$ cat config.mk
export PLATFORM = sky130hd
export DESIGN_NAME = mem_arbiter_flat
export DESIGN_NICKNAME = d
export VERILOG_FILES = /design/src/rtl/mem_arbiter_pkg.sv /design/src/rtl/mem_arbiter_if.sv /design/src/rtl/mem_arb_rr.sv /design/src/rtl/mem_arbiter.sv /design/src/flat_wrapper.sv
export SDC_FILE = /design/constraint.sdc
export NUM_CORES = 1
export LEC_CHECK = 0
export ABC_CLOCK_PERIOD_IN_PS = 2500
export CORE_ASPECT_RATIO = 2
export CORE_MARGIN = 2
export CORE_UTILIZATION = 26
export CTS_CLUSTER_SIZE = 16
export DETAILED_ROUTE_END_ITERATION = 10
export PLACE_DENSITY_LB_ADDON = 0.15
export SETUP_SLACK_MARGIN = 0.2
export SLEW_MARGIN = 15
export SYNTH_ARGS = -nofsm -noshare
export SYNTH_HDL_FRONTEND = slang
export SYNTH_SLANG_ARGS = --single-unit
$ cat constraint.sdc
create_clock -name clk -period 2.5 [get_ports clk]
set_clock_uncertainty 0.1 [all_clocks]
set_input_delay 0.375 -clock clk [delete_from_list [all_inputs] [get_ports clk]]
set_output_delay 0.375 -clock clk [all_outputs]
set_load 0.05 [all_outputs]
$ cat src/rtl/mem_arbiter_pkg.sv
// Shared types and constants for the two-requester cache-line memory arbiter.
package mem_arbiter_pkg;

    typedef enum logic [1:0] {
        IDLE  = 2'd0,
        BURST = 2'd1,
        DONE  = 2'd2
    } state_t;

    typedef enum logic {
        OWN_I = 1'b0,
        OWN_D = 1'b1
    } owner_t;

    localparam int LINE_WORDS_DEFAULT = 8;
    localparam int ADDR_W_DEFAULT     = 32;

    function automatic logic [1:0] owner_onehot(input owner_t owner);
        return (owner == OWN_D) ? 2'b10 : 2'b01;
    endfunction

endpackage

$ cat src/rtl/mem_arbiter_if.sv
// Bundle of cache-side and memory-side signals around the arbiter.
interface mem_arbiter_if #(
    parameter int LINE_WORDS = mem_arbiter_pkg::LINE_WORDS_DEFAULT,
    parameter int ADDR_W     = mem_arbiter_pkg::ADDR_W_DEFAULT
);
    localparam int BEAT_W = $clog2(LINE_WORDS);

    logic              i_req;
    logic [ADDR_W-1:0] i_addr;
    logic              d_req;
    logic              d_we;
    logic [ADDR_W-1:0] d_addr;
    logic [31:0]       d_wdata;
    logic [1:0]        gnt;
    logic [BEAT_W-1:0] beat;
    logic [31:0]       rdata;
    logic              rvalid;
    logic              i_done;
    logic              d_done;
    logic              busy;
    logic              mem_req;
    logic              mem_we;
    logic [ADDR_W-1:0] mem_addr;
    logic [31:0]       mem_wdata;
    logic              mem_ack;
    logic [31:0]       mem_rdata;

    // master is the arbiter itself; slave is the caches plus main memory.
    modport master (
        input  i_req, i_addr, d_req, d_we, d_addr, d_wdata, mem_ack, mem_rdata,
        output gnt, beat, rdata, rvalid, i_done, d_done, busy,
               mem_req, mem_we, mem_addr, mem_wdata
    );

    modport slave (
        output i_req, i_addr, d_req, d_we, d_addr, d_wdata, mem_ack, mem_rdata,
        input  gnt, beat, rdata, rvalid, i_done, d_done, busy,
               mem_req, mem_we, mem_addr, mem_wdata
    );

endinterface

$ cat src/rtl/mem_arb_rr.sv
// Two-way round-robin picker: combinational choice plus the last-grant register.
module mem_arb_rr
    import mem_arbiter_pkg::*;
(
    input  logic   clk,
    input  logic   rst,
    input  logic   i_req,
    input  logic   d_req,
    input  logic   update,
    input  owner_t done_owner,
    output owner_t pick,
    output logic   pick_valid
);

    owner_t last;

    // NOTE: reset is synchronous, so it lives inside the clocked block; state uses <= only.
    always_ff @(posedge clk) begin
        if (rst) begin
            last <= OWN_D;
        end else if (update) begin
            last <= done_owner;
        end
    end

    always_comb begin
        pick_valid = i_req | d_req;
        pick       = OWN_I;
        if (i_req && d_req) begin
            pick = (last == OWN_D) ? OWN_I : OWN_D;
        end else if (d_req) begin
            pick = OWN_D;
        end
    end

endmodule

$ cat src/rtl/mem_arbiter.sv
// Arbitrates ICache refills and DCache refills/write-backs onto one word-wide
// memory port, moving one full cache line per grant.
module mem_arbiter
    import mem_arbiter_pkg::*;
#(
    parameter int LINE_WORDS = LINE_WORDS_DEFAULT,
    parameter int ADDR_W     = ADDR_W_DEFAULT
) (
    input  logic          clk,
    input  logic          rst,
    mem_arbiter_if.master bus
);

    localparam int                BEAT_W    = $clog2(LINE_WORDS);
    localparam logic [ADDR_W-1:0] OFF_MASK  = ADDR_W'(LINE_WORDS * 4 - 1);
    localparam logic [BEAT_W-1:0] LAST_BEAT = BEAT_W'(LINE_WORDS - 1);

    state_t            state;
    owner_t            owner;
    logic [ADDR_W-1:0] base;
    logic              we;
    logic [BEAT_W-1:0] beat;
    logic [1:0]        gnt;
    logic              busy;
    logic              mem_req;
    logic              i_done;
    logic              d_done;

    owner_t            pick;
    logic              pick_valid;

    mem_arb_rr u_rr (
        .clk        (clk),
        .rst        (rst),
        .i_req      (bus.i_req),
        .d_req      (bus.d_req),
        .update     (state == DONE),
        .done_owner (owner),
        .pick       (pick),
        .pick_valid (pick_valid)
    );

    always_ff @(posedge clk) begin
        if (rst) begin
            state   <= IDLE;
            owner   <= OWN_I;
            base    <= '0;
            we      <= 1'b0;
            beat    <= '0;
            gnt     <= 2'b00;
            busy    <= 1'b0;
            mem_req <= 1'b0;
            i_done  <= 1'b0;
            d_done  <= 1'b0;
        end else begin
            case (state)
                IDLE: begin
                    if (pick_valid) begin
                        state   <= BURST;
                        owner   <= pick;
                        base    <= ((pick == OWN_D) ? bus.d_addr : bus.i_addr) & ~OFF_MASK;
                        we      <= (pick == OWN_D) && bus.d_we;
                        beat    <= '0;
                        gnt     <= owner_onehot(pick);
                        busy    <= 1'b1;
                        mem_req <= 1'b1;
                    end
                end
                BURST: begin
                    if (bus.mem_ack) begin
                        if (beat == LAST_BEAT) begin
                            state   <= DONE;
                            beat    <= '0;
                            gnt     <= 2'b00;
                            mem_req <= 1'b0;
                            i_done  <= (owner == OWN_I);
                            d_done  <= (owner == OWN_D);
                        end else begin
                            beat <= beat + 1'b1;
                        end
                    end
                end
                DONE: begin
                    state  <= IDLE;
                    busy   <= 1'b0;
                    i_done <= 1'b0;
                    d_done <= 1'b0;
                end
                default: begin
                    state <= IDLE;
                end
            endcase
        end
    end

    // The base has its offset bits cleared, so OR-ing the beat in is a concatenation.
    logic in_burst;
    assign in_burst      = (state == BURST);
    assign bus.gnt       = gnt;
    assign bus.beat      = beat;
    assign bus.busy      = busy;
    assign bus.mem_req   = mem_req;
    assign bus.i_done    = i_done;
    assign bus.d_done    = d_done;
    assign bus.mem_we    = in_burst && we;
    assign bus.mem_addr  = in_burst ? (base | ADDR_W'({beat, 2'b00})) : '0;
    assign bus.mem_wdata = (in_burst && we) ? bus.d_wdata : 32'h0;
    assign bus.rvalid    = bus.mem_ack && in_burst && !we;
    assign bus.rdata     = bus.rvalid ? bus.mem_rdata : 32'h0;

endmodule
$ cat src/flat_wrapper.sv
// flat-port wrapper written by rule: the top's interface ports become plain ports
module mem_arbiter_flat import mem_arbiter_pkg::*;
#(
    parameter int LINE_WORDS = LINE_WORDS_DEFAULT,
    parameter int ADDR_W     = ADDR_W_DEFAULT
)
  (clk, rst, bus_i_req, bus_i_addr, bus_d_req, bus_d_we, bus_d_addr, bus_d_wdata, bus_mem_ack, bus_mem_rdata, bus_gnt, bus_beat, bus_rdata, bus_rvalid, bus_i_done, bus_d_done, bus_busy, bus_mem_req, bus_mem_we, bus_mem_addr, bus_mem_wdata);
  mem_arbiter_if #(.LINE_WORDS(LINE_WORDS), .ADDR_W(ADDR_W)) bus_i ();
  input  logic clk;
  input  logic rst;
  input wire logic [$bits(bus_i.i_req)-1:0] bus_i_req;
  input wire logic [$bits(bus_i.i_addr)-1:0] bus_i_addr;
  input wire logic [$bits(bus_i.d_req)-1:0] bus_d_req;
  input wire logic [$bits(bus_i.d_we)-1:0] bus_d_we;
  input wire logic [$bits(bus_i.d_addr)-1:0] bus_d_addr;
  input wire logic [$bits(bus_i.d_wdata)-1:0] bus_d_wdata;
  input wire logic [$bits(bus_i.mem_ack)-1:0] bus_mem_ack;
  input wire logic [$bits(bus_i.mem_rdata)-1:0] bus_mem_rdata;
  output wire logic [$bits(bus_i.gnt)-1:0] bus_gnt;
  output wire logic [$bits(bus_i.beat)-1:0] bus_beat;
  output wire logic [$bits(bus_i.rdata)-1:0] bus_rdata;
  output wire logic [$bits(bus_i.rvalid)-1:0] bus_rvalid;
  output wire logic [$bits(bus_i.i_done)-1:0] bus_i_done;
  output wire logic [$bits(bus_i.d_done)-1:0] bus_d_done;
  output wire logic [$bits(bus_i.busy)-1:0] bus_busy;
  output wire logic [$bits(bus_i.mem_req)-1:0] bus_mem_req;
  output wire logic [$bits(bus_i.mem_we)-1:0] bus_mem_we;
  output wire logic [$bits(bus_i.mem_addr)-1:0] bus_mem_addr;
  output wire logic [$bits(bus_i.mem_wdata)-1:0] bus_mem_wdata;
  assign bus_i.i_req = bus_i_req;
  assign bus_i.i_addr = bus_i_addr;
  assign bus_i.d_req = bus_d_req;
  assign bus_i.d_we = bus_d_we;
  assign bus_i.d_addr = bus_d_addr;
  assign bus_i.d_wdata = bus_d_wdata;
  assign bus_i.mem_ack = bus_mem_ack;
  assign bus_i.mem_rdata = bus_mem_rdata;
  assign bus_gnt = bus_i.gnt;
  assign bus_beat = bus_i.beat;
  assign bus_rdata = bus_i.rdata;
  assign bus_rvalid = bus_i.rvalid;
  assign bus_i_done = bus_i.i_done;
  assign bus_d_done = bus_i.d_done;
  assign bus_busy = bus_i.busy;
  assign bus_mem_req = bus_i.mem_req;
  assign bus_mem_we = bus_i.mem_we;
  assign bus_mem_addr = bus_i.mem_addr;
  assign bus_mem_wdata = bus_i.mem_wdata;
  mem_arbiter #(.LINE_WORDS(LINE_WORDS), .ADDR_W(ADDR_W)) u_core (.clk(clk), .rst(rst), .bus(bus_i));
endmodule
==> metrics.cfg, run 1 <==
[sta]
hold_viol = 0
worstMarginPinSlew_ns = 0.612
maxSlewViolCount = 0
setup_tns_ns = 0
layout_min_cycle_time_ns = 2.22
fin_crit_sh_pct = 89.0
grt_setup_unrepaired = false
setup_viol = 0
max_freq_mhz = 450
slew_headroom_pct = 59.2

[yosys]
synth.area.top_cells = dfxtp_1 32%, and2_1 15%, and3_1 7.7%, a31oi_1 6.5%, nand4_1 6.5%
yosysUniqueCellTypes = 34
synth_area_per_cell_um2 = 7.64
yosys.area.top_type = dfxtp_1
synth_seq_area_share_pct = 31.7
ys_seq_elements = 41
netlist.area_leader.share_pct = 31.7
postSynthCellCount = 339
yosysWarningCount = 0
syn-cell-area_um2 = 2590

[placement]
dpl.cell_count = 669
port_buffers = 228
place.gp.congestion = 0.787
dp_hpwl_um = 9230

[detailed_routing]
detail-route-antenna-nets = 0
drt_wl_total_um = 12000
drc = 0
firstDrtPassIters = 4
drt_iter0_markers = 91
num_vias = 3387
via_per_inst = 5.00
post_drt_wl_per_cell_um = 17.8

[setup_path]
cp.arrival_ns = 1.75
crit_path_max_fanout = 33
cp_cell_sequence = clkdlybuf4s50_1 -> nand3b_4 -> nor2_2 -> buf_12 -> and2_1 -> buf_12
r2r_cells = 4
worst-path-buf-inv = 3
r2r_start = u_core.state[1]$_SDFFE_PP0P_
end_kind = output port
crit_path_max_incr_delay_ns = 0.54
criticalPathCategory = in -> out
cp_num_cells = 6
r2r_slack_ns = 0.73
cp_data_required_time_ns = 2.03
cpMostUsedCell = buf_12
startpoint_type = input port
crit_family = buffers and inverters
cp_slowest_cell = clkdlybuf4s50_1
r2r_end = u_core.base[16]$_SDFFE_PP0P_

[grt]
grtUsageTotal_pct = 21.8
overflow = 0
grt_first_pass_wirelength_um = 18200
antenna_found_initial = 1
grt_pass1_vias = 3229
grt_max_degree = 51

[flow_run]
maxCapViolations = 0

[clock_network]
cts_made_buffers = 5
cts_tree = yes
cts-root-buf = clkbuf_16
cts.htree.levels = 2
clock_path_buffers = 2
clock-sinks = 41
clock_latency_ns = 0.29
holdBufCountCts = 0
path_clk_slew_ns = 0.06

[floorplan]
io_pins = 241
die_area_um2 = 10800
core_um2 = 9700
start_util_pct = 26.7
die_x_um = 74.6
rows = 51
dieHeight_um = 145

[final_layout]
drive_gt1_share_pct = 22.4
multi_input_area_um2 = 1570
final_net_count = 680
syn2layout_area_growth_pct = 134
num-fill-cells = 824
final_common_cell = clkdlybuf4s50_1
final_cell_mix = 131 x clkdlybuf4s50_1, 98 x buf_12, 63 x and2_1
stdcell_count = 677
n_antenna_cell = 0
seq_area_um2 = 822

[power_and_ir_drop]
ir_drop_mv = 0.462
power_density_nw_per_um2 = 363
leakage_uw = 0.00240

[status]
status = complete, no violations

[worst_hold_path]
min_from = u_core.bus.busy$_SDFFE_PP0P_
min_path_cells = 2
min_path_type = reg -> reg
hold_end = u_core.bus.busy$_SDFFE_PP0P_

## layout make-up
type | count | area share [%]
Timing Repair Buffer | 240 | 55.4
Multi-Input combinational cell | 255 | 25.9
Tap cell | 132 | 2.73
Inverter | 1 | 0.0620
Clock buffer | 8 | 2.25
Sequential cell | 41 | 13.6
## stage by stage
stage / power, uW / hold slack, ns / instance area [um2] / worst slack [ns] / utilization (%)
after global routing: 2290 / 0.389 / 6050 / 0.222 / 62.4
after global placement: 1580 / 0.363 / 5910 / 0.274 / 60.9
final: 2200 / 0.367 / 6050 / 0.276 / 62.4
after floorplan: 1120 / 0.358 / 2590 / 0.409 / -
after detailed placement: 1590 / 0.361 / 5910 / 0.231 / 60.9
after CTS: 2220 / 0.370 / 6050 / 0.214 / 62.3
## report_power, final
part / internal (uW) / total [uW] / leakage (uW) / switching (uW)
Sequential: 699 / 723 / 0.000337 / 23.6
Combinational: 427 / 851 / 0.00200 / 424
Clock: 371 / 625 / 0.0000652 / 254
Total: 1500 / 2200 / 0.00240 / 701
## tightest hold or removal path, cell delays in order (launching register included)
cell	delay, ns
dfxtp_1	0.30
nand2b_1	0.06
a21oi_1	0.05
## how the worst max path moves through the flow
stage,end,startpoint,slack (ns)
floorplan,bus_rdata[22],u_core.state[1]$_SDFFE_PP0P_,0.41
global placement,bus_rdata[29],bus_mem_ack,0.27
detailed placement,bus_rdata[8],bus_mem_ack,0.23
CTS,bus_rdata[26],bus_mem_ack,0.21
global route,bus_rdata[26],bus_mem_ack,0.22
finish,bus_rdata[8],bus_mem_ack,0.28
## registers in the layout (all words and copies together), names as in the netlist
register,flops
u_core.base,27
u_core.bus.beat,3
u_core.bus.busy,1
u_core.bus.d_done,1
u_core.bus.gnt,2
u_core.bus.i_done,1
u_core.bus.mem_req,1
u_core.owner,1
u_core.state,2
u_core.u_rr.last,1
u_core.we,1
## routing by layer
metal	wire, um	track usage, %	up-vias
met3	1280	7.57	12
li1	-	-	1623
met4	217	6.07	2
met1	4250	23.2	1574
met5	13	0	-
met2	6270	39.0	176
## cells in the mapped netlist
| library cell | number |
|---|---|
| and3b_1 | 1 |
| buf_6 | 4 |
| inv_1 | 1 |
| conb_1 | 1 |
| nor2_1 | 3 |
| nor2b_1 | 3 |
| mux2i_1 | 2 |
| nand3_1 | 33 |
| o21ai_0 | 30 |
| or2_2 | 1 |
| o211ai_1 | 3 |
| nand2b_1 | 5 |
| nor4b_1 | 1 |
| ha_1 | 2 |
| a211o_1 | 1 |
| or3_1 | 1 |
| nor3_1 | 2 |
| and2_1 | 63 |
| o21bai_1 | 1 |
| a211oi_4 | 1 |
| o22ai_1 | 3 |
| clkbuf_2 | 1 |
| dfxtp_1 | 41 |
| nand4b_1 | 1 |
| buf_2 | 9 |
| and3_1 | 32 |
| clkbuf_1 | 26 |
| nand3b_4 | 1 |
| a21oi_1 | 7 |
| nand2_1 | 1 |
| a21boi_0 | 1 |
| buf_4 | 3 |
| a31oi_1 | 27 |
| nand4_1 | 27 |
## timing repair
item	CTS	global route
resized for setup	0	2
setup buffers	0	0
setup endpoints to repair	0	37
## cell families after synthesis
kind of cell,after synthesis,share of synthesized area (%)
adder cells (fa/ha/maj),2,0.966
other,1,0.145
buffers and inverters,44,8.45
AO/OA/AOI/OAI,74,17.0
multiplexers,2,0.773
AND/OR/NAND/NOR,175,41.0
flip-flops,41,31.7
(Power assumes the default switching activity.)
==> inputs of run 2 (changes only) <==
--- a/config.mk
+++ b/config.mk
@@ -6,9 +6,11 @@
 export NUM_CORES = 1
 export LEC_CHECK = 0
 export ABC_CLOCK_PERIOD_IN_PS = 2500
+export CELL_PAD_IN_SITES_DETAIL_PLACEMENT = 1
+export CELL_PAD_IN_SITES_GLOBAL_PLACEMENT = 1
 export CORE_ASPECT_RATIO = 2
 export CORE_MARGIN = 2
-export CORE_UTILIZATION = 26
+export CORE_UTILIZATION = 21
 export CTS_CLUSTER_SIZE = 16
 export DETAILED_ROUTE_END_ITERATION = 10
 export PLACE_DENSITY_LB_ADDON = 0.15
==> run 2 against run 1 <==
First-iteration DRC count increased by 7.7%; flip-flop and latch count did not move; combinational power grew 0.5%; cell count increased by 2.1%; largest cell class unchanged; largest power group unchanged; highest routed layer is now met4.
==> metrics.cfg, run 2 (synthesis gave the netlist of run 1 again) <==
[clock_network]
cts.htree.levels = 2  ; unchanged
path_clk_slew_ns = 0.06  ; about the same
clock-sinks = 41  ; unchanged
cts_made_buffers = 5  ; unchanged
clock_latency_ns = 0.29  ; about the same
clock_path_buffers = 2  ; unchanged
postCtsSetupRepairBufs = 0  ; unchanged
cts-root-buf = clkbuf_16
cts_tree = yes
holdBufCountCts = 0  ; unchanged

[floorplan]
dieHeight_um = 161  ; +11%
io_pins = 241  ; unchanged
rows = 57  ; +12%
start_util_pct = 21.4  ; -5.3 points
core_um2 = 12100  ; +25%
die_area_um2 = 13300  ; +23%
die_x_um = 82.5  ; +11%

[setup_path]
cp.arrival_ns = 1.70  ; -0.05 ns
cp_slowest_cell = clkdlybuf4s50_1
r2r_slack_ns = 0.72  ; about the same
cp_cell_sequence = clkdlybuf4s50_1 -> nand3b_4 -> nor2_2 -> buf_12 -> and2_1 -> buf_12
crit_path_max_fanout = 33  ; unchanged
end_kind = output port
cp_data_required_time_ns = 2.03  ; about the same
cp_num_cells = 6  ; unchanged
crit_path_max_incr_delay_ns = 0.53  ; about the same
startpoint_type = input port
cpMostUsedCell = buf_12
r2r_cells = 3  ; -1
r2r_end = u_core.base[9]$_SDFFE_PP0P_
r2r_start = u_core.state[1]$_SDFFE_PP0P_
crit_family = buffers and inverters
worst-path-buf-inv = 3  ; unchanged
criticalPathCategory = in -> out

[final_layout]
drive_gt1_share_pct = 22.6  ; +0.22 points
syn2layout_area_growth_pct = 135
largestRegisters = u_core.base (27), u_core.bus.beat (3)
largest_register = u_core.base
largest_reg_flops = 27  ; unchanged
n_antenna_cell = 0  ; unchanged
final_common_cell = clkdlybuf4s50_1
final_core_util_pct = 50.2  ; -12 points
final_cell_mix = 131 x clkdlybuf4s50_1, 97 x buf_12, 63 x and2_1
final_net_count = 679  ; -0.15%

[sta]
layout_min_cycle_time_ns = 2.18  ; -0.0462 ns
grt_setup_unrepaired = false
slew_headroom_pct = 45.0  ; -14 points
worstMarginPinSlew_ns = 0.826  ; +0.213 ns
setup_tns_ns = 0  ; unchanged
max_freq_mhz = 459  ; +2.1%
holdWs_ns = 0.385  ; +0.0180 ns
setup_viol = 0  ; unchanged
maxSlewViolCount = 0  ; unchanged
fin_crit_sh_pct = 87.1  ; -1.8 points
hold_viol = 0  ; unchanged

[grt]
antenna_found_initial = 0  ; -1
grt_first_pass_wirelength_um = 19200  ; +5.5%
grtUsageTotal_pct = 18.8  ; -2.9 points
grt_max_degree = 45  ; -12%
overflow = 0  ; unchanged
grt_pass1_vias = 3586  ; +11%

[detailed_routing]
drt_iter0_markers = 98  ; +7.7%
firstDrtPassIters = 4  ; unchanged
via_per_inst = 4.95  ; -1.0%
post_drt_wl_per_cell_um = 18.9  ; +6.6%
num_vias = 3422  ; +1.0%
drt_wl_total_um = 13100  ; +8.8%
detail-route-antenna-nets = 0  ; unchanged
drc = 0  ; unchanged

[placement]
dp_hpwl_um = 9910  ; +7.4%
port_buffers = 228  ; unchanged
place.gp.congestion = 0.772  ; -1.9%

[status]
status = complete, no violations

[power_and_ir_drop]
totalPowerFinal_uw = 2350  ; +7.0%
intPower_uw = 1620  ; +8.3%
p_sw_share_pct = 31.1  ; -0.80 points
clkPwrFrac_pct = 32.9  ; +4.5 points
leakage_uw = 0.00241  ; +0.47%
power_density_nw_per_um2 = 387  ; +6.4%
switchingPower_uw = 732  ; +4.4%
p_comb_share_pct = 36.3  ; -2.4 points
ir_drop_mv = 0.303  ; -34%
seqPwrFrac_pct = 30.8  ; -2.1 points

[worst_hold_path]
min_path_cells = 2  ; unchanged
min_path_type = reg -> reg
min_from = u_core.bus.busy$_SDFFE_PP0P_
hold_end = u_core.bus.busy$_SDFFE_PP0P_

[flow_run]
maxCapViolations = 0  ; unchanged

run 2: cell count changes in the layout (fill, tap and decap cells not counted), sizes merged:
cell,previous run,this run
buf,109,108
bufinv,0,1
clkbuf,8,7
run 2: worst max path at each step:
stage,from,to
after floorplan,u_core.state[1]$_SDFFE_PP0P_,bus_rdata[22]
after global placement,bus_mem_ack,bus_rdata[24]
after detailed placement,bus_mem_ack,bus_rdata[3]
after CTS,bus_mem_ack,bus_rdata[3]
after global routing,bus_mem_ack,bus_rdata[3]
final,bus_mem_ack,bus_rdata[19]
run 2: layout make-up:
class                      instances  area, um2
inverter                           1       3.75
tap                              147        184
timing repair buffer             239       3340
multi-input combinational        255       1570
clock buffer                       7        143
fill                            1301       6040
sequential                        41        822
clock inverter                     1       30.0
run 2: power groups by stage:
stage / logic (uW) / clock network (uW) / registers, uW
after CTS: 860 / 790 / 725
after detailed placement: 857 / 0 / 739
final: 855 / 774 / 725
after global routing: 901 / 810 / 731
after global placement: 841 / 0 / 736
after floorplan: 368 / 0 / 751
run 2: worst register-to-register path, stage by stage (launching register included):
cell     delay [ns]
dfxtp_1        0.57
or2_2          0.59
o21ai_0        0.23
a31oi_1        0.20
run 2: per-stage QoR:
step                instances  cell area [um2]  worst slack (ns)
floorplan                 340             2590             0.409
global placement          683             5910             0.261
detailed placement        683             5910             0.239
CTS                       691             6080             0.242
global route              691             6090             0.242
finish                    691             6090             0.322
run 2: per-layer routing:
metal	wire length, um	part of all wire [%]	GRT usage, %
met3	1200	9.2	4.19
met2	7300	56	36.6
met5	0	0	0
met1	4270	33	18.3
met4	318	2.4	6.86
run 2: timing repair:
| action | 4_1_cts | 5_1_grt |
|---|---|---|
| cloned | 0 | 0 |
| setup endpoints to repair | 39 | 41 |
| resized for setup | 1 | 2 |
